<file path="src/rtl/losowanie_multi.sv">
// losowanie_multi -- button-driven draw of DRAWS distinct outcomes out of RANGE.
//
// A free-running counter cycles 0..RANGE-1. A button press latches the counter
// as a candidate. The candidate is then probed against a mask of outcomes
// already drawn this round, one slot per cycle, until a free slot is found.
// The free slot is marked used and reported 1-based on result.
//
// Ports
//   clock          sole clock, rising edge
//   reset_         asynchronous, active-high reset
//   press_         raw button level, synchronous to clock
//   rearm_         single-cycle request to start a new round
//   result         last drawn outcome, 1..RANGE (0 after reset)
//   result_valid_  one-cycle pulse, one cycle after result updates
//   draw_count     draws completed in the current round
//   busy_          high while searching for a free slot
//   done_          high once DRAWS outcomes have been drawn
//
// state  | meaning
// IDLE   | waiting for a press
// SEARCH | probing candidate slots, one per cycle
// DONE   | round complete, presses ignored until rearm_
module losowanie_multi #(
    parameter int WIDTH = 3,
    parameter int RANGE = 6,
    parameter int DRAWS = 3
) (
    input  logic                         clock,
    input  logic                         reset_,
    input  logic                         press_,
    input  logic                         rearm_,
    output logic [WIDTH-1:0]             result,
    output logic                         result_valid_,
    output logic [$clog2(DRAWS+1)-1:0]   draw_count,
    output logic                         busy_,
    output logic                         done_
);

    localparam int CW = $clog2(DRAWS + 1);
    localparam logic [WIDTH-1:0] LAST    = WIDTH'(RANGE - 1);
    localparam logic [CW-1:0]    DRAWS_C = CW'(DRAWS);

    typedef enum logic [1:0] {
        S_IDLE   = 2'd0,
        S_SEARCH = 2'd1,
        S_DONE   = 2'd2
    } state_t;

    state_t state, state_next;

    logic [WIDTH-1:0] counter;
    logic [WIDTH-1:0] cand;
    logic [RANGE-1:0] used;
    logic [RANGE-1:0] cand_onehot;
    logic             cand_used;
    logic             press_prev;
    logic             press_edge;
    logic             hit_q;
    logic [CW-1:0]    count_inc;
    logic             busy_next;
    logic             done_next;

    assign press_edge = press_ & ~press_prev;
    assign count_inc  = draw_count + 1'b1;

    // Decode the candidate against the used mask without indexing by a
    // value that may be wider than the mask needs.
    always_comb begin
        cand_onehot = '0;
        cand_used   = 1'b0;
        for (int i = 0; i < RANGE; i++) begin
            if (cand == WIDTH'(i)) begin
                cand_onehot[i] = 1'b1;
                cand_used      = used[i];
            end
        end
    end

    always_ff @(posedge clock or posedge reset_) begin
        if (reset_) begin
            counter    <= '0;
            press_prev <= 1'b1;
        end else begin
            counter    <= (counter == LAST) ? '0 : counter + 1'b1;
            press_prev <= press_;
        end
    end

    // State register
    always_ff @(posedge clock or posedge reset_) begin
        if (reset_) state <= S_IDLE;
        else        state <= state_next;
    end

    // Next-state logic; rearm_ overrides everything, including a coincident press.
    always_comb begin
        state_next = state;
        if (rearm_) begin
            state_next = S_IDLE;
        end else begin
            case (state)
                S_IDLE:   if (press_edge) state_next = S_SEARCH;
                S_SEARCH: if (!cand_used)
                              state_next = (count_inc == DRAWS_C) ? S_DONE : S_IDLE;
                S_DONE:   state_next = S_DONE;
                default:  state_next = S_IDLE;
            endcase
        end
    end

    // Output decode of the next state, registered below so busy_/done_ come
    // straight from flops.
    always_comb begin
        busy_next = (state_next == S_SEARCH);
        done_next = (state_next == S_DONE);
    end

    always_ff @(posedge clock or posedge reset_) begin
        if (reset_) begin
            cand          <= '0;
            used          <= '0;
            result        <= '0;
            hit_q         <= 1'b0;
            result_valid_ <= 1'b0;
            draw_count    <= '0;
            busy_         <= 1'b0;
            done_         <= 1'b0;
        end else begin
            busy_         <= busy_next;
            done_         <= done_next;
            // The pulse trails the result update by one cycle; a rearm in
            // that gap drops it so an aborted round never reports.
            result_valid_ <= hit_q & ~rearm_;
            hit_q         <= 1'b0;
            if (rearm_) begin
                used       <= '0;
                draw_count <= '0;
            end else begin
                case (state)
                    S_IDLE: begin
                        if (press_edge) cand <= counter;
                    end
                    S_SEARCH: begin
                        if (cand_used) begin
                            cand <= (cand == LAST) ? '0 : cand + 1'b1;
                        end else begin
                            used       <= used | cand_onehot;
                            result     <= cand + 1'b1;
                            draw_count <= count_inc;
                            hit_q      <= 1'b1;
                        end
                    end
                    default: ;
                endcase
            end
        end
    end

`ifndef SYNTHESIS
    always_ff @(posedge clock) begin
        if (result_valid_) $display("wynik %d", result);
    end
`endif

endmodule

</file>
<file path="config.mk">
export PLATFORM = sky130hd
export DESIGN_NAME = losowanie_multi
export DESIGN_NICKNAME = d
export VERILOG_FILES = /design/src/rtl/losowanie_multi.sv
export SDC_FILE = /design/constraint.sdc
export NUM_CORES = 1
export LEC_CHECK = 0
export CAP_MARGIN = 40
export CORE_MARGIN = 5
export CORE_UTILIZATION = 40
export DETAILED_ROUTE_END_ITERATION = 12
export GPL_ROUTABILITY_DRIVEN = 0
export PLACE_DENSITY = 0.6
export RECOVER_POWER = 50
export SYNTH_ARGS = -nofsm -noshare
export SYNTH_HDL_FRONTEND = slang
export SYNTH_SLANG_ARGS = --single-unit
</file>
<file path="constraint.sdc">
create_clock -name clock -period 4 [get_ports clock]
set_clock_uncertainty 0.15 [all_clocks]
set_input_delay 1.2 -clock clock [delete_from_list [all_inputs] [get_ports clock]]
set_output_delay 1.2 -clock clock [all_outputs]
set_load 0.03 [all_outputs]
</file>
Word-level counts from Yosys, hierarchy flattened
Cells that the tools add are included.
{ "op_classes": {"n_addsub": 3, "eq_ne": 14, "mux": 31, "n_bitwise": 6, "reduce_logical": 7} }
{ "op_table": {"columns": ["cell", "count"], "rows": [
  ["$mux W6", 3],
  ["$mux W1", 15],
  ["$mux W2", 7],
  ["$mux W3", 4],
  ["$eq A3 B3 Y1 const B", 3],
  ["$add A3 B1 Y3 const B", 2],
  ["$eq A2 B2 Y1 const B", 3],
  ["$eq A3 B2 Y1 const B", 2],
  ["$ne A2 B2 Y1 const B", 3],
  ["$or A6 B6 Y6", 1],
  ["$pmux W2 S3", 1],
  ["$pmux W3 S2", 1],
  ["$eq A2 B1 Y1 const B", 2],
  ["$reduce_and A4 Y1", 1],
  ["$reduce_bool A2 Y1", 2],
  ["$eq A3 B1 Y1 const B", 1],
  ["$logic_not A3 Y1", 1],
  ["$not A1 Y1", 3],
  ["$reduce_and A3 Y1", 1],
  ["$add A2 B1 Y2 const B", 1],
  ["$and A1 B1 Y1", 2],
  ["$logic_not A2 Y1", 1],
  ["$reduce_and A2 Y1", 1]
]} }
{ "word_totals": {"ff_bits": 24, "input_bits": 4, "out_inout_bits": 8, "elab_cells": 72} }

Logic depth before layout (Yosys ltp)
Gate-level depths: netlist (run 1).
{ "logic_depth": {"word_depth": 11, "mapped_depth": 7, "depth_no_buf": 7} }

Least setup slack after synthesis (run 1)
No wires, ideal clock.
{ "synth_timing": {"path_kind": "reg2reg", "startpoint": "reg cand[0]", "endpoint": "reg cand[0]", "setup_ns": 0.125, "arrival_ns": 2.133, "t_required_ns": 3.725, "setup_slack_ns": 1.592, "path_stages_with_launch": 8, "path_buffers": 0, "path_cell_list": "dfrtp_1 -> ha_1 -> ha_1 -> nor2b_1 -> a211oi_2 -> a21oi_2 -> a2111oi_4 -> mux2_4"} }
{ "synth_via": {"elab_chain_cells": 9, "elab_cells_between_ends": 18, "classes_between": "1 x add/sub; 6 x eq/ne; 9 x mux; 2 x reduce/logical"} }
{ "synth_rtl": {"columns": ["item", "line", "rtl"], "rows": [
  ["start, declared", "52", "logic [WIDTH-1:0] cand;"],
  ["start signal, assigned", "141", "if (press_edge) cand <= counter;"],
  ["start signal, assigned", "145", "cand <= (cand == LAST) ? '0 : cand + 1'b1;"],
  ["$logic_not A3 Y1", "72", "if (cand == WIDTH'(i)) begin"],
  ["$mux W1 (6 in series)", "72", null],
  ["$ne A2 B2 Y1 (no line)", null, null],
  ["$reduce_and A4 Y1 (no line)", null, null]
]} }
Several ways; a longest one is shown, not always the timed one. The select of a mux whose other input is x is not followed.
A chain may end at the register's enable or synchronous reset.

Final worst setup path (run 1)
{ "layout_timing": {"startpoint": "reg draw_count[0]", "endpoint": "out draw_count[0]"} }
{ "layout_rtl": {"columns": ["item", "line", "rtl"], "rows": [
  ["start, declared", "34", "output logic [$clog2(DRAWS+1)-1:0] draw_count,"],
  ["start signal, assigned", "149", "draw_count <= count_inc;"]
]} }
No word-level cell between the ends.

==> key figures, run 1 <==
Floorplanning
  – Core Area: 2710 sq um
  – I/O pin cnt: 12
  – Height of the die: approximately 63 microns
  – Cell row count: 19
  – Die Span X: around 63 microns
  – Starting Density: 41.3%
  – Die area: just under 4000 sq um

Worst setup path
  – WP buf/inv: 1
  – Worst EP required: 2650 ps
  – Reg2reg path depth: 7
  – Slowest CP cell: clkdlybuf4s50_1
  – Critical-path maximum fanout: 3
  – R2R setup slack: between 1000 and 1500 ps
  – WS Path Type: reg -> out
  – Reg-to-reg critical path startpoint: cand[0]$_DFFE_PP0P_
  – Family with the most delay on the worst path: buffers and inverters
  – Arr. time, crit path: about 1400 ps
  – Setup crit start kind: register
  – Crit path largest cell delay: 680 ps
  – Critical R2R Capture: cand[1]$_DFFE_PP0P_
  – Crit end category: output port
  – Worst path cell trace: clkdlybuf4s50_1

Layout
  – Most frequent cells in the layout: dfrtp_1 (23), inv_1 (11), nor2_1 (10)
  – Fin cells: ~140
  – Fin nets: ~120
  – Fraction of layout cells with a size suffix above 1: 11.5%
  – Filler instances: 265
  – Register area: approximately 600 sq um
  – Leading cell type in the layout, fill and taps excluded: dfrtp_1
  – Final Cell Area: 1290 sq um
  – Antenna cell count: 0
  – P&R area growth vs syn: 15.6%
  – Footprint of the multi-input gates: ~470 sq um

Placed design
  – Pre-CTS WS: 966 ps
  – Post-DP HPWL: 1520 microns
  – Number of port buffers: 11
  – Area post-placement: 1280 sq um
  – Placed cells: 140

Global route
  – Largest net degree at the start of global routing: 15
  – Initial antenna violation count: 0
  – Gr usage total: 11.2%
  – Vias in the first global route: about 730
  – Global-route wire length before repair: 3590 microns
  – Grt ovf: 0

Detailed routing
  – # DRC: 0
  – Average wire per standard cell: 13.8 microns
  – Vias per cell: 4.94
  – Vias: around 710
  – Post-DRT Antenna Nets: 0
  – Initial DRC count: 7
  – Drt pass-1 iters: 4
  – Routed WL: approximately 2000 microns

CTS
  – H-tree levels: 1
  – Clock latency on the worst-skew pair: 310 ps
  – Worst-case clock buffer depth: 2
  – CTS clock-pin slew for the worst setup and hold paths: roughly 140 ps
  – PostCTS Resize Cnt: 0
  – Hold buffer count at cts: 0
  – Postcts setup bufs: 0
  – Clk sinks: 24
  – Root Buffer Master: clkbuf_4
  – CTS tree: done
  – CTS buffer count: 3

Min path
  – Worst min path class: reg -> reg
  – Hold path depth: 1
  – Critical hold path startpoint: counter[0]$_DFF_PP0_
  – Hold Path End: counter[2]$_DFF_PP0_

Logic synthesis
  – Mapped cell area: 1120 sq um
  – Synth warnings: 0
  – Post-Syn Area per Cell: 11.4 sq um
  – #FFs+latches synth: 24
  – Post-synth net total: 108
  – Cells after synthesis: 98
  – Sequential share of the synthesized area: 53.7%
  – Yosys cell types: 29

STA
  – Count of pins over their slew limit: 0
  – Final Hold Viols: 0
  – Rel. slew slack: 50.5%
  – Tcrit/Tclk final: 68.4%
  – Crit path time final: 2740 ps
  – Min setup slack post-route: around 1300 ps
  – Max Clk Rate: 0.365 GHz
  – Slew @ Worst Pin: between 700 and 800 ps
  – RSZ-0062 raised after global routing: false
  – Final setup viols: 0
  – Fin Setup TNS: 0 ps

Power and ir drop
  – Clock power share: 15.1%
  – Pint: around 0.46 mW
  – Maximum vdd drop: 0.279 mV
  – Net Sw Power: 0.268 mW
  – Power Density: roughly 560 nW/um^2
  – Leak pwr: roughly 0.59 nW
  – Combinational power share: 40.3%
  – Sw Ratio: a little under two fifths
  – Seq pwr share: between 40% and 50%

Outcome
  – Status: finished, final reports clean

Run
  – Total of max-cap violations: 0
metal layers:
layer	global-route usage [%]	vias to the layer above	wire length [microns]
met5	0	-	0
met4	3.98	0	17
met3	2.52	2	68
met2	16.4	9	893
met1	16.0	338	1010
li1	-	363	-
how the worst max path moves through the flow:
stage / startpoint / endpoint / cells after the start
global route: draw_count[0]$_DFFE_PP0P_ / draw_count[0] / 1
detailed placement: rearm_ / cand[1]$_DFFE_PP0P_ / 3
finish: draw_count[0]$_DFFE_PP0P_ / draw_count[0] / 1
global placement: rearm_ / cand[0]$_DFFE_PP0P_ / 3
CTS: draw_count[0]$_DFFE_PP0P_ / draw_count[0] / 1
floorplan: cand[0]$_DFFE_PP0P_ / cand[0]$_DFFE_PP0P_ / 7
through the flow:
stage	total power, mW	utilization [%]	hold slack, ps
global route	0.783	47.8	400
floorplan	0.532	-	289
CTS	0.737	48.2	366
finish	0.725	47.8	360
detailed placement	0.627	47.2	339
global placement	0.621	46.7	324
state kept, by name, summed over array words and instances, names as in the netlist:
register and count:
used 6, cand 3, counter 3, result 3
draw_count 2, state 2, busy_ 1, done_ 1
hit_q 1, press_prev 1, result_valid_ 1
cell families after synthesis:
logic type / Yosys count / share of synthesized area, %
fa+ha+maj: 6 / 6.70
mux: 8 / 8.71
buf+inv: 12 / 4.02
simple gates: 26 / 11.6
compound gates: 21 / 14.4
flops: 24 / 53.7
xor+xnor: 1 / 0.782
cell usage after synthesis:
cell type	instances	area, sq um
a2111oi_0	1	8.76
a2111oi_4	1	27.5
a211oi_1	2	15.0
a211oi_2	1	12.5
a21o_1	2	15.0
a21oi_1	6	30.0
a21oi_2	1	8.76
a2bb2oi_1	1	8.76
a31oi_1	1	6.26
a41oi_1	1	8.76
clkbuf_1	1	3.75
dfrtp_1	23	576
dfstp_2	1	26.3
ha_1	6	75.1
inv_1	11	41.3
mux2_2	2	22.5
mux2_4	3	45.0
mux2i_1	3	30.0
nand2_1	6	22.5
nand2b_1	1	6.26
nand3b_1	2	15.0
nor2_1	10	37.5
nor2b_1	3	18.8
nor3_1	2	10.0
nor3b_1	1	7.51
nor3b_2	1	12.5
o21ai_0	3	15.0
o21ai_1	1	5.00
xnor2_1	1	8.76
power by group through the flow:
stage               Clock (mW)  Sequential [mW]  Combinational [mW]
detailed placement           0            0.329               0.298
finish                   0.109            0.324               0.292
global route             0.131            0.332               0.320
global placement             0            0.328               0.293
floorplan                    0            0.358               0.174
CTS                      0.115            0.324               0.298
worst reg2reg max path, stage by stage (launching register included):
cell,delay [ps]
dfrtp_1,460
ha_1,220
ha_1,230
nor2b_1,160
a211oi_2,280
a21oi_2,140
a2111oi_4,550
mux2_4,340
cell type report:
class	count	area share [%]
Inverter	11	3.19
Sequential cell	24	46.5
Clock buffer	4	2.03
Timing Repair Buffer	12	8.79
Tap cell	31	3.00
Multi-Input combinational cell	62	36.5
Note: power is estimated with default switching activity, not from simulation.
==> run 2, diff against run 1 <==
--- a/config.mk
+++ b/config.mk
@@ -10,7 +10,7 @@
 export CORE_UTILIZATION = 40
 export DETAILED_ROUTE_END_ITERATION = 12
 export GPL_ROUTABILITY_DRIVEN = 0
-export PLACE_DENSITY = 0.6
+export PLACE_DENSITY = 0.62
 export RECOVER_POWER = 50
 export SYNTH_ARGS = -nofsm -noshare
 export SYNTH_HDL_FRONTEND = slang
==> constraint.sdc (replaced) <==
create_clock -name clock -period 2.3 [get_ports clock]
set_clock_uncertainty 0.15 [all_clocks]
set_input_delay 0.69 -clock clock [delete_from_list [all_inputs] [get_ports clock]]
set_output_delay 0.69 -clock clock [all_outputs]
set_load 0.03 [all_outputs]
==> run 2 against run 1 <==
Compared with the run above:
- the run now ends with setup timing left
- via count rose by 14%
- cell area up 15%
- die area unchanged
- global-route usage up 1.9 points
- register-to-register slack worse by 1400 ps
- core utilization increased by 7.2 points
- wire length rose by 16%
- hold slack worse by 39 ps
- first-iteration DRC count grew to 4.6 times the previous value
- sequential share of layout area is 5.9 points lower
- critical path depth up 7
- total power is 110% higher
- critical path type is now reg -> reg
- critical endpoint is now cand[0]$_DFFE_PP0P_
==> key figures, run 2 (synthesis results as in run 1) <==
Layout
  – Fraction of layout cells with a size suffix above 1: 31.0%
  – Register area: approximately 600 sq um
  – Leading cell type in the layout, fill and taps excluded: dfrtp_1
  – Filler instances: 246
  – Top reg by flops: used
  – Most frequent cells in the layout: dfrtp_1 (21), buf_4 (12), nor2_1 (10)
  – Antenna cell count: 0
  – P&R area growth vs syn: 33.1%
  – Fin nets: 137
  – Max reg flops: 6
  – Footprint of the multi-input gates: 558 sq um

Worst setup path
  – Reg-to-reg critical path startpoint: cand[0]$_DFFE_PP0P_
  – WS Path Type: reg -> reg
  – Reg2reg path depth: 8
  – Crit end category: register
  – Setup crit start kind: register
  – R2R setup slack: -20 ps
  – Arr. time, crit path: 2380 ps
  – Critical-path maximum fanout: 5
  – Worst EP required: 2360 ps
  – Critical R2R Capture: cand[0]$_DFFE_PP0P_

Detailed routing
  – Average wire per standard cell: 14.8 microns
  – Drt pass-1 iters: 4
  – Vias: 810
  – # DRC: 0
  – Initial DRC count: 32
  – Routed WL: 2320 microns
  – Post-DRT Antenna Nets: 0
  – Vias per cell: 5.16

Global route
  – Global-route wire length before repair: 4090 microns
  – Grt ovf: 0
  – Largest net degree at the start of global routing: 25
  – Gr usage total: 13.1%
  – Initial antenna violation count: 0
  – Vias in the first global route: 838

CTS
  – CTS buffer count: 3
  – CTS tree: done
  – Hold buffer count at cts: 0
  – Clk sinks: 24
  – H-tree levels: 1
  – Root Buffer Master: clkbuf_4
  – CTS clock-pin slew for the worst setup and hold paths: 120 ps
  – Worst-case clock buffer depth: 2
  – Clock latency on the worst-skew pair: 320 ps

Outcome
  – Failing checks: setup timing
  – Status: finished with violations

Min path
  – Hold path depth: 1
  – Worst min path class: reg -> reg
  – Critical hold path startpoint: hit_q$_DFF_PP0_
  – Hold Path End: result_valid_$_DFF_PP0_

STA
  – Final Hold Viols: 0
  – RSZ-0062 raised after global routing: true
  – Fin Setup TNS: -54.4 ps
  – Count of pins over their slew limit: 0
  – Worst hold margin: 321 ps
  – Crit path time final: 2320 ps
  – Final setup viols: 3
  – Rel. slew slack: 59.4%
  – Slew @ Worst Pin: a little over 600 ps
  – Tcrit/Tclk final: 101%
  – Min setup slack post-route: -19.7 ps
  – Max Clk Rate: 0.431 GHz

Floorplanning
  – Die Span X: 62.9 microns
  – Core Area: 2710 sq um
  – I/O pin cnt: 12
  – Height of the die: 62.9 microns
  – Die area: 3960 sq um
  – Cell row count: 19
  – Starting Density: 41.3%

Placed design
  – Number of port buffers: 11
  – Post-DP HPWL: ~1600 microns

Power and ir drop
  – Leak pwr: 0.698 nW
  – Power Density: 1020 nW/um^2
  – Maximum vdd drop: 0.715 mV

Run
  – Total of max-cap violations: 0
[run 2: power breakdown]
group	leakage [nW]	switching, mW	internal, mW
Combinational	0.371	0.359	0.395
Clock	0.0150	0.124	0.0680
Sequential	0.312	0.0737	0.497
Total	0.698	0.556	0.961
[run 2: per-layer routing]
metal / GRT usage, % / up-vias / share of wire [%]
met3: 2.34 / 5 / 3.2
met4: 7.96 / 0 / 2.5
met2: 19.1 / 15 / 47
li1: - / 390 / -
met5: 0 / - / 0
met1: 17.7 / 400 / 47
[run 2: how the worst max path moves through the flow]
stage | start | to | slack (ps) | cells past startpoint
2_1_floorplan | cand[0]$_DFFE_PP0P_ | cand[0]$_DFFE_PP0P_ | 20 | 7
6_report | cand[0]$_DFFE_PP0P_ | cand[0]$_DFFE_PP0P_ | -20 | 8
4_1_cts | cand[0]$_DFFE_PP0P_ | cand[0]$_DFFE_PP0P_ | -50 | 8
5_1_grt | cand[0]$_DFFE_PP0P_ | cand[1]$_DFFE_PP0P_ | -110 | 8
3_5_place_dp | cand[0]$_DFFE_PP0P_ | result[0]$_DFFE_PP0P_ | -130 | 7
3_3_place_gp | press_ | cand[0]$_DFFE_PP0P_ | -70 | 5
[run 2: layout make-up]
type | instances | area share [%]
clock buffers | 4 | 1.76
inverters | 11 | 2.77
multi-input cells | 62 | 37.4
flip-flops and latches | 24 | 40.6
well taps | 31 | 2.60
repair buffers | 25 | 14.9
[run 2: timing repair]
| item | 4_1_cts | 5_1_grt |
|---|---|---|
| pin swaps | 3 | 2 |
| resized for setup | 7 | 13 |
| endpoints found under the setup margin | 5 | 8 |
| endpoints found under the hold margin | 0 | 0 |
| buffers inserted | 5 | 0 |
[run 2: per-stage QoR]
stage	total power, mW	setup slack (ps)	cells	utilization (%)	instance area [sq um]
after global placement	1.16	-68.5	148	49.5	1340
final	1.52	-19.7	157	55.0	1490
after floorplan	0.936	18.0	98	-	1130
after CTS	1.44	-53.3	157	53.0	1440
after global routing	1.62	-114	157	55.0	1490
after detailed placement	1.17	-130	148	49.5	1340
[run 2: critical path: stages (launching register included)]
cell and delay (ps):
dfrtp_2 490, ha_4 190, ha_4 170, nor2b_4 120, a211oi_2 200, a21oi_2 130
a2111oi_4 280, buf_4 190, mux2_4 300
==> run 3, diff against run 2 <==
--- a/config.mk
+++ b/config.mk
@@ -5,6 +5,7 @@
 export SDC_FILE = /design/constraint.sdc
 export NUM_CORES = 1
 export LEC_CHECK = 0
+export ABC_AREA = 1
 export CAP_MARGIN = 40
 export CORE_MARGIN = 5
 export CORE_UTILIZATION = 40
@@ -12,6 +13,7 @@
 export GPL_ROUTABILITY_DRIVEN = 0
 export PLACE_DENSITY = 0.62
 export RECOVER_POWER = 50
+export SKIP_LAST_GASP = 1
 export SYNTH_ARGS = -nofsm -noshare
 export SYNTH_HDL_FRONTEND = slang
 export SYNTH_SLANG_ARGS = --single-unit
==> run 3 against run 2 <==
Compared with the run above:
- the flow now finishes without violations
- register-to-register slack improved by 380 ps
- non-clock buffer count decreased by 9
- cell area down 4.7%
- synthesized cell count is 49% higher
- largest power group is now registers
- count of clock-buffer cells in the layout down 1
- largest cell class unchanged
- critical endpoint is now draw_count[0]
- critical path depth is 7 lower
- sequential share of layout area up 1.8 points
- global-route usage fell by 0.55 points
- via count grew 18%
- hold slack better by 13 ps
- first-iteration DRC count increased by 28%
- wire length fell by 0.26%
==> key figures, run 3 <==
Placed design
  – Pre-CTS WS: 321 ps
  – Number of port buffers: 11
  – Area post-placement: between 1000 and 1500 sq um
  – Post-DP HPWL: 1680 microns
  – Placed cells: 191

STA
  – Fin Setup TNS: 0 ps
  – Rel. slew slack: 59.5%
  – RSZ-0062 raised after global routing: false
  – Slew @ Worst Pin: 607 ps
  – Max Clk Rate: 0.445 GHz
  – Min setup slack post-route: 55.2 ps
  – Final Hold Viols: 0
  – Count of pins over their slew limit: 0
  – Tcrit/Tclk final: 97.6%
  – Final setup viols: 0
  – Crit path time final: 2240 ps

CTS
  – Worst-case clock buffer depth: 2
  – Postcts setup bufs: 0
  – Clk sinks: 24
  – Hold buffer count at cts: 0
  – Root Buffer Master: clkbuf_4
  – CTS buffer count: 3
  – H-tree levels: 1
  – CTS tree: done
  – CTS clock-pin slew for the worst setup and hold paths: roughly 140 ps
  – Clock latency on the worst-skew pair: ~320 ps
  – PostCTS Resize Cnt: 0

Min path
  – Worst min path class: reg -> reg
  – Critical hold path startpoint: result[1]$_DFFE_PP0P_

Layout
  – Most frequent cells in the layout: nand2_1 (42), inv_1 (25), dfrtp_1 (23)
  – Fin cells: 195
  – Max reg flops: 6
  – Fraction of layout cells with a size suffix above 1: 11.1%
  – P&R area growth vs syn: 17.6%
  – Footprint of the multi-input gates: 478 sq um
  – Filler instances: slightly below 300
  – Top reg by flops: used
  – Fin nets: ~170
  – Register area: 602 sq um
  – Antenna cell count: 0
  – Leading cell type in the layout, fill and taps excluded: nand2_1
  – Final Cell Area: 1420 sq um

Power and ir drop
  – Seq pwr share: around 43%
  – Clock power share: 25.2%
  – Maximum vdd drop: 0.241 mV
  – Pwr Total: around 1.2 mW
  – Net Sw Power: between 0.4 and 0.5 mW
  – Leak pwr: between 0.8 and 0.9 nW
  – Sw Ratio: 34.7%
  – Power Density: 855 nW/um^2
  – Combinational power share: 31.9%
  – Pint: between 0.7 and 0.8 mW

Floorplanning
  – Starting Density: approximately two fifths
  – I/O pin cnt: 12
  – Cell row count: 20
  – Die area: about 4200 sq um
  – Die Span X: about 65 microns
  – Core Area: 2980 sq um
  – Height of the die: 64.9 microns

Global route
  – Gr usage total: 12.5%
  – Initial antenna violation count: 0
  – Vias in the first global route: 951
  – Largest net degree at the start of global routing: 25
  – Grt ovf: 0
  – Global-route wire length before repair: 4150 microns

Logic synthesis
  – Synth warnings: 0
  – Cell taking the most area after synthesis: dfrtp_1
  – Top cells by count, synth: nand2_1 (42), inv_1 (25), dfrtp_1 (23), nand4_1 (11), nand3_1 (9)
  – Post-Syn Area per Cell: 8.27 sq um
  – Largest cells by area after synthesis: dfrtp_1 (48%), nand2_1 (13%), inv_1 (7.8%)
  – Yosys cell types: 18
  – Mapped cell area: roughly 1200 sq um
  – Sequential share of the synthesized area: 49.8%
  – Share of the synthesized area in the top cell type: 47.7%
  – Post-synth net total: ~160
  – #FFs+latches synth: 24
  – Post-synth EDFFs: 0
  – Count leader, synth: nand2_1
  – Cells after synthesis: 146
  – Top_reg_cell synth: dfrtp_1
  – Asr flop ratio synth: 100%

Detailed routing
  – Initial DRC count: 41
  – Vias per cell: about 4.9
  – Drt pass-1 iters: 4
  – Average wire per standard cell: 11.8 microns
  – Post-DRT Antenna Nets: 0
  – Routed WL: ~2300 microns
  – # DRC: 0
  – Vias: 955

Worst setup path
  – Critical-path maximum fanout: 3
  – WP buf/inv: 1
  – Family with the most delay on the worst path: buffers and inverters
  – Setup crit start: draw_count[0]$_DFFE_PP0P_
  – Reg-to-reg critical path startpoint: cand[1]$_DFFE_PP0P_
  – Crit end category: output port
  – Arr. time, crit path: around 1400 ps
  – Slowest CP cell: clkdlybuf4s50_1
  – Crit path largest cell delay: 690 ps
  – WS Path Type: reg -> out
  – Worst path cell trace: clkdlybuf4s50_1
  – Worst EP required: 1460 ps
  – Setup crit start kind: register

Outcome
  – Status: finished, final reports clean

Run
  – Total of max-cap violations: 0
-- run 3: cell types whose count changed after synthesis, moves of 3 or more --
cell / previous run / this run
inv_1: 11 / 25
nand2_4: 0 / 3
a21oi_1: 6 / 1
mux2i_1: 3 / 0
nand3_1: 0 / 9
nand2_2: 0 / 3
nand2_1: 6 / 42
nor2b_1: 3 / 0
buf_2: 0 / 3
nand4_1: 0 / 11
mux2_4: 3 / 0
-- run 3: area by class of cell --
class / count / area share, %
Clock inverter: 1 / 2.11
Tap cell: 33 / 2.91
Inverter: 27 / 7.14
Multi-Input combinational cell: 91 / 33.7
Clock buffer: 3 / 1.59
Sequential cell: 24 / 42.4
Timing Repair Buffer: 16 / 10.2
-- run 3: per-layer routing --
metal  global-route usage, %  share of wire [%]
met1                    15.8                 49
met2                    20.8                 46
met3                    2.60                3.5
met4                    4.75                1.4
met5                       0                  0
-- run 3: cell families (layout without fill, tap and decap cells) --
group	Yosys count	count (layout)	share of synthesized area, %
AOI/OAI and AO/OA	8	8	3.63
buffers and inverters	31	47	10.6
DFF	24	24	49.8
adders and majority gates	6	6	6.22
and+or+nand+nor	77	77	29.7
-- run 3: final timing paths --
check                                        endpoint  slack [ps]  cells past startpoint
worst max-delay path                    draw_count[0]          60                      1
worst min-delay path            result[1]$_DFFE_PP0P_         330                      2
worst max register to register    cand[1]$_DFFE_PP0P_         360                     15
worst min register to register  result[1]$_DFFE_PP0P_         330                      2
max in group asynchronous         used[2]$_DFFE_PP0P_         810                      3
min in group asynchronous        counter[0]$_DFF_PP0_         790                      3
-- run 3: metrics by stage --
stage          hold slack, ps  util [%]
2_1_floorplan             284         -
3_3_place_gp              304      46.0
3_5_place_dp              309      46.0
4_1_cts                   342      47.8
5_1_grt                   372      47.7
6_report                  334      47.7
-- run 3: power groups by stage --
stage / clock [mW] / combinational, mW / sequential (mW)
floorplan: 0 / 0.220 / 0.580
global placement: 0 / 0.381 / 0.528
detailed placement: 0 / 0.390 / 0.530
CTS: 0.318 / 0.392 / 0.522
global route: 0.338 / 0.435 / 0.530
finish: 0.306 / 0.387 / 0.521
